### src/rtl/pe_config_loader.sv
// pe_config_loader: clears a PE config chain, then streams CHAIN_LEN bits into it, LSB of each word first
// Ports:
//   clk, reset            clock and synchronous active-high reset
//   start                 begin a load (sampled only in IDLE)
//   word_in/word_valid    configuration word stream, word_ready accepts it
//   cfg_bit/cfg_shift     serial bit and shift strobe towards the chain
//   cfg_reset             chain clear request
//   busy/done             load in progress / one-cycle completion pulse
//   crc_err               trailer CRC mismatch (only with CFG_LOADER_CRC_EN, otherwise 0)
// Optional feature macro: CFG_LOADER_CRC_EN
module pe_config_loader #(
   parameter int WORD_W     = 32,
   parameter int CHAIN_LEN  = 12,
   parameter int CLR_CYCLES = 2
) (
   input  logic              clk,
   input  logic              reset,
   input  logic              start,
   input  logic [WORD_W-1:0] word_in,
   input  logic              word_valid,
   output logic              word_ready,
   output logic              cfg_bit,
   output logic              cfg_shift,
   output logic              cfg_reset,
   output logic              busy,
   output logic              done,
   output logic              crc_err
);
   localparam int CW = $clog2(CHAIN_LEN + 1);
   localparam int WW = $clog2(WORD_W + 1);
   localparam int KW = $clog2(CLR_CYCLES + 1);
   typedef enum logic [2:0] {IDLE, CLEAR, LOAD, SHIFT, CHECK, DONE} state_t;
   state_t            state_q, state_d;
   logic [WORD_W-1:0] sreg_q, sreg_d;
   logic [CW-1:0]     cnt_q, cnt_d;
   logic [WW-1:0]     wcnt_q, wcnt_d;
   logic [KW-1:0]     clr_q, clr_d;
`ifdef CFG_LOADER_CRC_EN
   logic [7:0]        crc_q, crc_d;
   logic              err_q, err_d;
`endif
   always_comb begin
      state_d = state_q;
      sreg_d  = sreg_q;
      cnt_d   = cnt_q;
      wcnt_d  = wcnt_q;
      clr_d   = clr_q;
`ifdef CFG_LOADER_CRC_EN
      crc_d   = crc_q;
      err_d   = err_q;
`endif
      case (state_q)
         IDLE: if (start) begin
            state_d = CLEAR;
            clr_d   = '0;
            cnt_d   = '0;
`ifdef CFG_LOADER_CRC_EN
            crc_d   = '0;
            err_d   = 1'b0;
`endif
         end
         CLEAR: begin
            cnt_d   = '0;
            clr_d   = clr_q + KW'(1);
            state_d = (clr_q == KW'(CLR_CYCLES - 1)) ? LOAD : CLEAR;
         end
         LOAD: if (word_valid) begin
            sreg_d  = word_in;
            wcnt_d  = '0;
            state_d = SHIFT;
         end
         SHIFT: begin
            sreg_d = sreg_q >> 1;
            cnt_d  = cnt_q + CW'(1);
            wcnt_d = wcnt_q + CW'(0) + WW'(1);
`ifdef CFG_LOADER_CRC_EN
            // serial CRC-8, poly x^8+x^2+x+1, register MSB is the feedback tap
            crc_d  = {crc_q[6:0], 1'b0} ^ ((crc_q[7] ^ sreg_q[0]) ? 8'h07 : 8'h00);
`endif
            // chain length wins over word boundary so surplus word bits are dropped
            if (cnt_q == CW'(CHAIN_LEN - 1))
`ifdef CFG_LOADER_CRC_EN
               state_d = CHECK;
`else
               state_d = DONE;
`endif
            else if (wcnt_q == WW'(WORD_W - 1))
               state_d = LOAD;
         end
`ifdef CFG_LOADER_CRC_EN
         CHECK: if (word_valid) begin
            err_d   = word_in[7:0] != crc_q;
            state_d = DONE;
         end
`endif
         DONE:    state_d = IDLE;
         default: state_d = IDLE;
      endcase
   end
   always_ff @(posedge clk) begin
      if (reset) begin
         state_q <= IDLE;
         sreg_q  <= '0;
         cnt_q   <= '0;
         wcnt_q  <= '0;
         clr_q   <= '0;
`ifdef CFG_LOADER_CRC_EN
         crc_q   <= '0;
         err_q   <= 1'b0;
`endif
      end else begin
         state_q <= state_d;
         sreg_q  <= sreg_d;
         cnt_q   <= cnt_d;
         wcnt_q  <= wcnt_d;
         clr_q   <= clr_d;
`ifdef CFG_LOADER_CRC_EN
         crc_q   <= crc_d;
         err_q   <= err_d;
`endif
      end
   end
   assign word_ready = state_q == LOAD || state_q == CHECK;
   assign cfg_shift  = state_q == SHIFT;
   assign cfg_bit    = cfg_shift & sreg_q[0];
   assign cfg_reset  = state_q == CLEAR;
   assign busy       = state_q == CLEAR || state_q == LOAD || state_q == SHIFT || state_q == CHECK;
   assign done       = state_q == DONE;
`ifdef CFG_LOADER_CRC_EN
   assign crc_err    = err_q;
`else
   assign crc_err    = 1'b0;
`endif
endmodule

### config.mk
export PLATFORM = sky130hd
export DESIGN_NAME = pe_config_loader
export DESIGN_NICKNAME = d
export VERILOG_FILES = /design/src/rtl/pe_config_loader.sv
export SDC_FILE = /design/constraint.sdc
export NUM_CORES = 1
export LEC_CHECK = 0
export CORE_MARGIN = 2
export CORE_UTILIZATION = 54
export CTS_CLUSTER_DIAMETER = 150
export DETAILED_ROUTE_END_ITERATION = 10
export MAX_ROUTING_LAYER = met4
export PLACE_DENSITY = 0.83
export SLEW_MARGIN = 10
export SYNTH_ARGS = -nofsm -noshare
export SYNTH_HDL_FRONTEND = slang
export SYNTH_SLANG_ARGS = --single-unit
export TNS_END_PERCENT = 1
### constraint.sdc
create_clock -name clk -period 4.3 [get_ports clk]
set_clock_uncertainty 0.05 [all_clocks]
set_input_delay 0.43 -clock clk [delete_from_list [all_inputs] [get_ports clk]]
set_output_delay 0.43 -clock clk [all_outputs]
set_load 0.01 [all_outputs]
==> reports/metrics.yaml, run 1 <==
status: "finished clean"
postPlaceCellArea_um2: 2450
antenna_found_initial: 0
crit_path_end_kind: "output port"
synthArstFlopShare_pct: 0
yosys.area.top_type: "dfxtp_1"
io_pins: 43
cts_tree: "done"
clock-sinks: 47
critPathMaxStageDelay_ns: 0.64
synthCells: 236
p_leak_nw: 0.894
start_kind: "register"
cts_setup_buffers: 0
cp.required_ns: 3.82
place.gp.congestion: 0.739
irDropWorstVdd_v: 0.000228
setup_viol: 0
clock_latency_ns: 0.30
grt_start_max_net_pins: 31
synth_xor_area_share_pct: 0.827
htreeDepth: 2
drive_above_1_share_pct: 8.24
synth_nets: 275
fin_total_pwr_uw: 844
max_clock_freq_mhz: 353
die_y_um: 66.6
synth_flop_cell: "dfxtp_1"
clkTransAtPathRegs_ns: 0.08
relSlewSlack_pct: 26.9
synth_top_area_share_pct: 44.4
reg2reg_to: "wcnt_q[2]"
r2r_cells: 4
avgSynthCellArea_um2: 8.97
synth_edf_count: 0
layout.nets: 305
yosys.area_share.simple_pct: 23.5
route.detailed.drc: 0
synth.yosys.seq_area_share_pct: 44.4
arrival_ns: 2.35
area_growth_pct: 20.3
hold-worst-slack_ns: 0.403
dr_total_vias: 1770
synth.distinct_cells: 44
portBuffers: 41
track_usage_pct: 20.8
reg2reg_from: "state_q[1]"
diodes: 0
dp.final_hpwl_um: 2780
start_util_pct: 57.0
instances_no_fill: 315
ant_nets: 0
overflow: 0
hold_class: "register to register"
tightest_slew_ns: 1.10
netlist_top_cells_area: "dfxtp_1, nor2_1, a22oi_1"
fin_crit_ns: 2.83
critPathMaxFanout: 27
routed_wl_um: 4180
grt_pass1_wl_um: 6830
die-area_um2: 4440
worstSetupPathType: "register to output port"
cts_made_buffers: 5
first_pass_iters: 4
rsz0062_at_grt: "no"
hold_buffers: 0
dp_cells: 307
critPathCapture: "cfg_bit"
synth_area_um2: 2120
ys_ff_latch: 47
pre_cts_ws_ns: 1.73
utilization_pct: 68.6
reg2reg_slack_ns: 1.92
synth-adder-area-share_pct: 1.77
cts_root_buffer: "clkbuf_8"
slowest_stage: "dfxtp_1"
synth_warnings: 0
core-area_um2: 3720
setup_slack_ns: 1.47
num_rows: 22
viasPerCell: 5.62
hold_depth: 2
crit_start: "state_q[0]"
grt_pass1_vias: 1588
fp.dieW_um: 66.6
cts_resized: 0
synth_compound_area_share_pct: 21.2
period_share_pct: 65.9
final_area_um2: 2550
finalHoldViolations: 0
drt_iter0_drc: 143
synth_top_family_by_area: "simple AND/OR/NAND/NOR gates"
synthMuxAreaShare_pct: 0.532
finalMaxSlewViolations: 0
worstPathCellList: "nand3b_4 -> inv_6 -> and2_1 -> clkdlybuf4s50_1"
wl_per_cell_um: 13.3
fin_tns_setup_ns: 0
maxCapViolCount: 0
clockBufferDepth: 2
powerDensity_nw_per_um2: 331
==> cell usage in the layout (no fill, tap or decap), types with 2 or more instances in the layout <==
cell,n
a21oi_2,2
nor3_1,17
a211oi_1,2
a311oi_1,2
a22oi_2,2
xnor2_1,2
clkdlybuf4s50_1,41
clkbuf_8,7
nand3_1,3
a21oi_1,19
dfxtp_1,47
o22ai_1,15
nor2_1,38
ha_1,3
nand2_1,23
a22oi_1,17
==> power by group <==
part           total [mW]  switching (mW)  internal (mW)  leakage [nW]
registers           0.461          0.0129          0.448         0.380
clock network       0.285           0.139          0.147        0.0515
logic              0.0977          0.0436         0.0541         0.463
==> how the worst min path moves through the flow <==
stage / start / endpoint / slack [ns]
after CTS: sreg_q[0] / sreg_q[0] / 0.40
after global placement: sreg_q[0] / sreg_q[0] / 0.39
final: sreg_q[0] / sreg_q[0] / 0.40
after detailed placement: sreg_q[0] / sreg_q[0] / 0.39
after floorplan: sreg_q[0] / sreg_q[0] / 0.38
after global routing: sreg_q[27] / sreg_q[27] / 0.43
==> critical path, delay by kind of cell (launching register included) <==
kind          cells  cell delay (ns)
simple gates      2             0.54
flops             1             0.64
buf+inv           2             0.84
==> cells in the mapped netlist (2+ instances only) <==
cell / number
dfxtp_1: 47
a211oi_1: 2
ha_1: 3
a21oi_2: 2
a311oi_1: 2
nor2_1: 38
a22oi_2: 2
buf_4: 7
nor3_1: 17
clkbuf_1: 5
nand2_1: 23
nand3_1: 3
a21oi_1: 19
xnor2_1: 2
o22ai_1: 15
a22oi_1: 17
buf_6: 5
==> kinds of logic after synthesis <==
kind of cell               Yosys count
AOI/OAI and AO/OA                   66
xor gates and xnor gates             2
adders and majority gates            3
buffers and inverters               21
DFF                                 47
muxes                                1
other                                1
and+or+nand+nor                     95
==> flip-flops by register name (all words and copies together) (netlist names) <==
name     count
sreg_q      32
clr_q        2
state_q      3
cnt_q        4
wcnt_q       6
==> layout make-up <==
type	instances	area [um^2]
Clock buffer	8	100
Multi-Input combinational cell	168	1020
Timing Repair Buffer	42	418
Sequential cell	47	941
Fill cell	306	1170
Inverter	2	12.5
Tap cell	48	60.1
==> routing by layer <==
layer | routed length [um] | vias up | track usage, %
met5 | 0 | - | -
met4 | 65 | 0 | 7.65
met3 | 204 | 8 | 5.57
met2 | 1980 | 44 | 33.0
met1 | 1940 | 813 | 25.5
li1 | - | 905 | -
No activity file was read; power rests on OpenSTA's default activity.
==> run 2: changes to the inputs <==
Settings changed: CORE_UTILIZATION 54 to 51, PLACE_DENSITY 0.83 to 0.79.
Clock period 4.3 ns to 2.8 ns, I/O delays scaled along.
==> run 2 against run 1 <==
  * Routed wire length increased by 1.6%
  * Cell count rose by 1.3%
  * Register-to-register slack got worse by 0.91 ns
  * Die area rose by 5.5%
  * Largest power group unchanged
  * Hold slack improved by 0.0020 ns
  * Final area is 1.1% higher
  * Largest cell class unchanged
  * Critical path depth unchanged
  * Non-clock buffer count increased by 3
  * Combinational power up 56%
  * Sequential cell count did not move
==> reports/metrics.yaml, run 2 (synthesis gave the netlist of run 1 again) <==
status: "finished clean"
ant_nets: 0  # unchanged
drt_iter0_drc: 150  # +4.9%
die-area_um2: 4680  # +5.5%
grt_start_max_net_pins: 43  # +39%
route.detailed.drc: 0  # unchanged
io_pins: 43  # unchanged
largest_reg_flops: 32  # unchanged
cts_resized: 0  # unchanged
arrival_ns: 2.00  # -0.35 ns
routed_wl_um: 4250  # +1.6%
overflow: 0  # unchanged
internal-power_mw: 1.03  # +59%
setup_viol: 0  # unchanged
min_delay_worst_endpoint: "sreg_q[0]"
die_y_um: 68.4  # +2.7%
crit_path_end_kind: "output port"
htreeDepth: 2  # unchanged
reg2reg_to: "wcnt_q[4]"
finalHoldViolations: 0  # unchanged
dr_total_vias: 1759  # -0.62%
cts_tree: "done"
place.gp.congestion: 0.767  # +3.8%
fin_tns_setup_ns: 0  # unchanged
worstSetupPathType: "register to output port"
swShare_pct: 22.5  # -0.64 points
cts_made_buffers: 5  # unchanged
final_common_cell: "dfxtp_1"
p_leak_nw: 0.908  # +1.5%
dp_cells: 312  # +1.6%
cts_setup_buffers: 0  # unchanged
pre_cts_ws_ns: 0.797  # -0.931 ns
core-area_um2: 4000  # +7.6%
setup_slack_ns: 0.475  # -0.993 ns
hold_class: "register to register"
r2r_cells: 4  # unchanged
finalMaxSlewViolations: 0  # unchanged
portBuffers: 41  # unchanged
utilization_pct: 64.4  # -4.2 points
grt_pass1_wl_um: 7060  # +3.3%
clock-sinks: 47  # unchanged
antenna_found_initial: 0  # unchanged
clockBufferDepth: 2  # unchanged
instances_no_fill: 319  # +1.3%
reg2reg_from: "state_q[2]"
clkTransAtPathRegs_ns: 0.08  # about the same
switchingPower_uw: 300  # +54%
dp.final_hpwl_um: 2840  # +1.9%
start_kind: "register"
p_clk_share_pct: 35.5  # +1.7 points
fin_crit_ns: 2.33
fp.dieW_um: 68.4  # +2.7%
grt_pass1_vias: 1625  # +2.3%
diodes: 0  # unchanged
nFillCells: 366  # +20%
cts_root_buffer: "clkbuf_8"
start_util_pct: 52.9  # -4.0 points
critPathMaxFanout: 27  # unchanged
seq_power_share_pct: 53.1  # -1.5 points
layout.nets: 308  # +0.98%
powerDensity_nw_per_um2: 518  # +56%
drive_above_1_share_pct: 8.92  # +0.68 points
combPwrFrac_pct: 11.4  # -0.2 points
irDropWorstVdd_v: 0.000359  # +57%
first_pass_iters: 4  # unchanged
num_rows: 23  # +4.5%
wl_per_cell_um: 13.3  # +0.30%
cp.required_ns: 2.47  # -1.35 ns
layout_common_cells: "dfxtp_1, clkdlybuf4s50_1, nor2_1"
maxCapViolCount: 0  # unchanged
rsz0062_at_grt: "no"
reg_top3: "sreg_q x32, wcnt_q x6, cnt_q x4"
track_usage_pct: 20.6  # -0.25 points
reg2reg_slack_ns: 1.01  # -0.91 ns
viasPerCell: 5.51  # -1.9%
period_share_pct: 83.0
regMostFlops: "sreg_q"
max_clock_freq_mhz: 430
area_growth_pct: 21.6
hold_buffers: 0  # unchanged
hold_start: "sreg_q[0]"
clock_latency_ns: 0.30  # about the same
hold_depth: 2  # unchanged
[run 2: area by class of cell]
cell class,count,area (um^2),share of cell area [%]
Multi-Input combinational cell,168,1020,39.5
Clock inverter,1,30.0,1.17
Timing Repair Buffer,45,440,17.1
Tap cell,50,62.6,2.43
Inverter,2,12.5,0.486
Sequential cell,47,941,36.5
Clock buffer,6,72.6,2.82
[run 2: metrics by stage]
step / hold WS [ns] / area, um^2 / power [mW]
after detailed placement: 0.398 / 2470 / 0.876
after floorplan: 0.380 / 2120 / 0.809
after CTS: 0.410 / 2570 / 1.35
final: 0.404 / 2570 / 1.33
after global placement: 0.394 / 2470 / 0.872
after global routing: 0.429 / 2570 / 1.40
[run 2: critical path, stage by stage (launching register included)]
cell and delay [ns]:
dfxtp_1 0.63, nand3b_4 0.16, inv_6 0.22, and2_1 0.16, clkdlybuf4s50_1 0.52
[run 2: metal layers]
layer	vias up	track usage [%]	part of all wire, %
met5	-	-	0
met4	0	8.50	1.5
met3	6	4.28	4.9
met2	48	34.3	50
met1	799	24.0	44
li1	906	-	-
[run 2: worst max-delay path by stage]
stage / start / to / slack (ns) / cells after the start
4_1_cts: state_q[0] / cfg_bit / 0.46 / 4
5_1_grt: state_q[0] / cfg_bit / 0.33 / 4
6_report: state_q[0] / cfg_bit / 0.47 / 4
2_1_floorplan: state_q[2] / cfg_bit / 1.36 / 5
3_3_place_gp: state_q[0] / cfg_bit / 0.82 / 4
3_5_place_dp: state_q[0] / cfg_bit / 0.80 / 4
[run 2: power groups by stage]
stage	Sequential (mW)	Clock, mW	Combinational [mW]
floorplan	0.716	0	0.0936
global placement	0.722	0	0.150
detailed placement	0.724	0	0.152
CTS	0.709	0.485	0.153
global route	0.712	0.516	0.168
finish	0.709	0.474	0.152
==> run 3: changes to the inputs <==
Settings changed: CORE_UTILIZATION 51 to 46, PLACE_DENSITY 0.79 to 0.76.
Clock period 2.8 ns to 2.1 ns, I/O delays scaled along.
==> run 3 against run 2 <==
  * Final area grew 2.5%
  * Hold slack better by 0.0036 ns
  * Combinational power increased by 34%
  * Via count grew 0.63%
  * Clock-buffer cell count is the same
==> reports/metrics.yaml, run 3 (synthesis gave the netlist of run 1 again) <==
io_pins: 43  # unchanged
reg2reg_from: "state_q[2]"
die_y_um: 71.8  # +5.0%
period_share_pct: 95.0
reg2reg_to: "sreg_q[0]"
routed_wl_um: 4080  # -3.9%
swShare_pct: 21.0  # -1.4 points
portBuffers: 41  # unchanged
clock-sinks: 47  # unchanged
irDropWorstVdd_v: 0.000574  # +60%
diodes: 0  # unchanged
num_rows: 24  # +4.3%
grt_pass1_wl_um: 6960  # -1.4%
critPathMaxStageDelay_ns: 0.56  # -0.07 ns
combPwrFrac_pct: 10.6  # -0.8 points
fin_tns_setup_ns: 0  # unchanged
clockBufferDepth: 2  # unchanged
start_kind: "register"
worstSetupPathType: "register to output port"
arrival_ns: 1.74  # -0.26 ns
antenna_found_initial: 0  # unchanged
drive_above_1_share_pct: 11.3  # +2.4 points
switchingPower_uw: 401  # +34%
internal-power_mw: 1.51  # +46%
reg_top3: "sreg_q x32, wcnt_q x6, cnt_q x4"
setup_viol: 0  # unchanged
worstPathCellList: "nand3b_4 -> inv_6 -> and2_1 -> clkdlybuf4s50_1"
seq_power_share_pct: 49.5  # -3.6 points
p_leak_nw: 0.944  # +4.0%
grt_pass1_vias: 1675  # +3.1%
fin_crit_ns: 2.00
maxCapViolCount: 0  # unchanged
crit_path_end_kind: "output port"
hold_class: "register to register"
pre_cts_ws_ns: 0.310  # -0.488 ns
dp.final_hpwl_um: 2810  # -0.85%
hold_start: "sreg_q[1]"
start_util_pct: 48.3  # -4.6 points
layout.nets: 312  # +1.3%
cp_top_family: "flip-flops"
track_usage_pct: 17.0  # -3.6 points
hold-worst-slack_ns: 0.408  # +0.00363 ns
viasPerCell: 5.43  # -1.5%
hold_buffers: 0  # unchanged
area_growth_pct: 24.7
final_common_cell: "dfxtp_1"
htreeDepth: 2  # unchanged
crit_buf_inv: 2  # unchanged
route.detailed.drc: 0  # unchanged
p_clk_share_pct: 39.9  # +4.4 points
largest_reg_flops: 32  # unchanged
overflow: 0  # unchanged
nFillCells: 416  # +14%
critPathMaxFanout: 8  # -70%
fin_total_pwr_mw: 1.91  # +43%
crit_start: "state_q[2]"
wl_per_cell_um: 12.5  # -6.0%
die-area_um2: 5160  # +10%
ant_nets: 0  # unchanged
place.gp.congestion: 0.719  # -6.3%
slowest_stage: "dfxtp_1"
hold_depth: 2  # unchanged
core-area_um2: 4380  # +9.6%
r2r_cells: 6  # +2
clkTransAtPathRegs_ns: 0.09  # about the same
first_pass_iters: 5  # +1
cts_tree: "done"
layout_common_cells: "dfxtp_1, clkdlybuf4s50_1, nor2_1"
regMostFlops: "sreg_q"
finalMaxSlewViolations: 0  # unchanged
dr_total_vias: 1770  # +0.63%
multiInputGateArea_um2: 1020  # unchanged
fp.dieW_um: 71.8  # +5.0%
cts_resized: 0  # unchanged
seqCellArea_um2: 943  # +0.27%
max_clock_freq_mhz: 501
reg2reg_slack_ns: 0.38  # -0.63 ns
grt_start_max_net_pins: 33  # -23%
finalHoldViolations: 0  # unchanged
drt_iter0_drc: 94  # -37%
utilization_pct: 60.2  # -4.2 points
cp.required_ns: 1.84  # -0.63 ns
rsz0062_at_grt: "no"
clock_latency_ns: 0.29  # about the same
cts_root_buffer: "clkbuf_8"
powerDensity_nw_per_um2: 723  # +40%
setup_slack_ns: 0.104  # -0.371 ns
min_delay_worst_endpoint: "sreg_q[1]"
cts_made_buffers: 5  # unchanged
status: "finished clean"
cts_setup_buffers: 0  # unchanged
-- run 3: area by class of cell --
type / count / area share, %
multi-input cells: 168 / 38.5
flip-flops and latches: 47 / 35.7
repair buffers: 49 / 17.8
clock buffers: 6 / 2.75
well taps: 52 / 2.46
clock inverters: 2 / 2.27
inverters: 2 / 0.474
-- run 3: power groups by stage --
stage / logic, mW / registers [mW] / clock network [mW]
2_1_floorplan: 0.125 / 0.954 / 0
3_3_place_gp: 0.202 / 0.964 / 0
3_5_place_dp: 0.203 / 0.965 / 0
4_1_cts: 0.205 / 0.945 / 0.784
5_1_grt: 0.224 / 0.951 / 0.818
6_report: 0.203 / 0.945 / 0.762
-- run 3: per-stage QoR --
step,area [um^2],cells
final,2640,326
after detailed placement,2500,318
after floorplan,2120,236
after global routing,2640,326
after CTS,2640,326
after global placement,2500,318
-- run 3: how the worst max path moves through the flow --
stage | endpoint | slack, ns | cells after the start
after global placement | wcnt_q[0] | 0.32 | 6
after detailed placement | wcnt_q[0] | 0.31 | 6
after floorplan | wcnt_q[5] | 0.69 | 5
after global routing | cfg_bit | 0.005 | 4
after CTS | cfg_reset | 0.01 | 2
final | cfg_bit | 0.10 | 4
-- run 3: worst reg2reg max path, delay by kind of cell (launching register included) --
family / cells / cell delay, ns
simple gates: 3 / 0.63
flops: 1 / 0.56
buf+inv: 2 / 0.25
compound gates: 1 / 0.15
-- run 3: per-layer routing --
| layer | track usage [%] | part of all wire (%) |
|---|---|---|
| met3 | 4.64 | 3.8 |
| met2 | 28.7 | 49 |
| met5 | - | 0 |
| met4 | 3.77 | 0.42 |
| met1 | 20.3 | 46 |
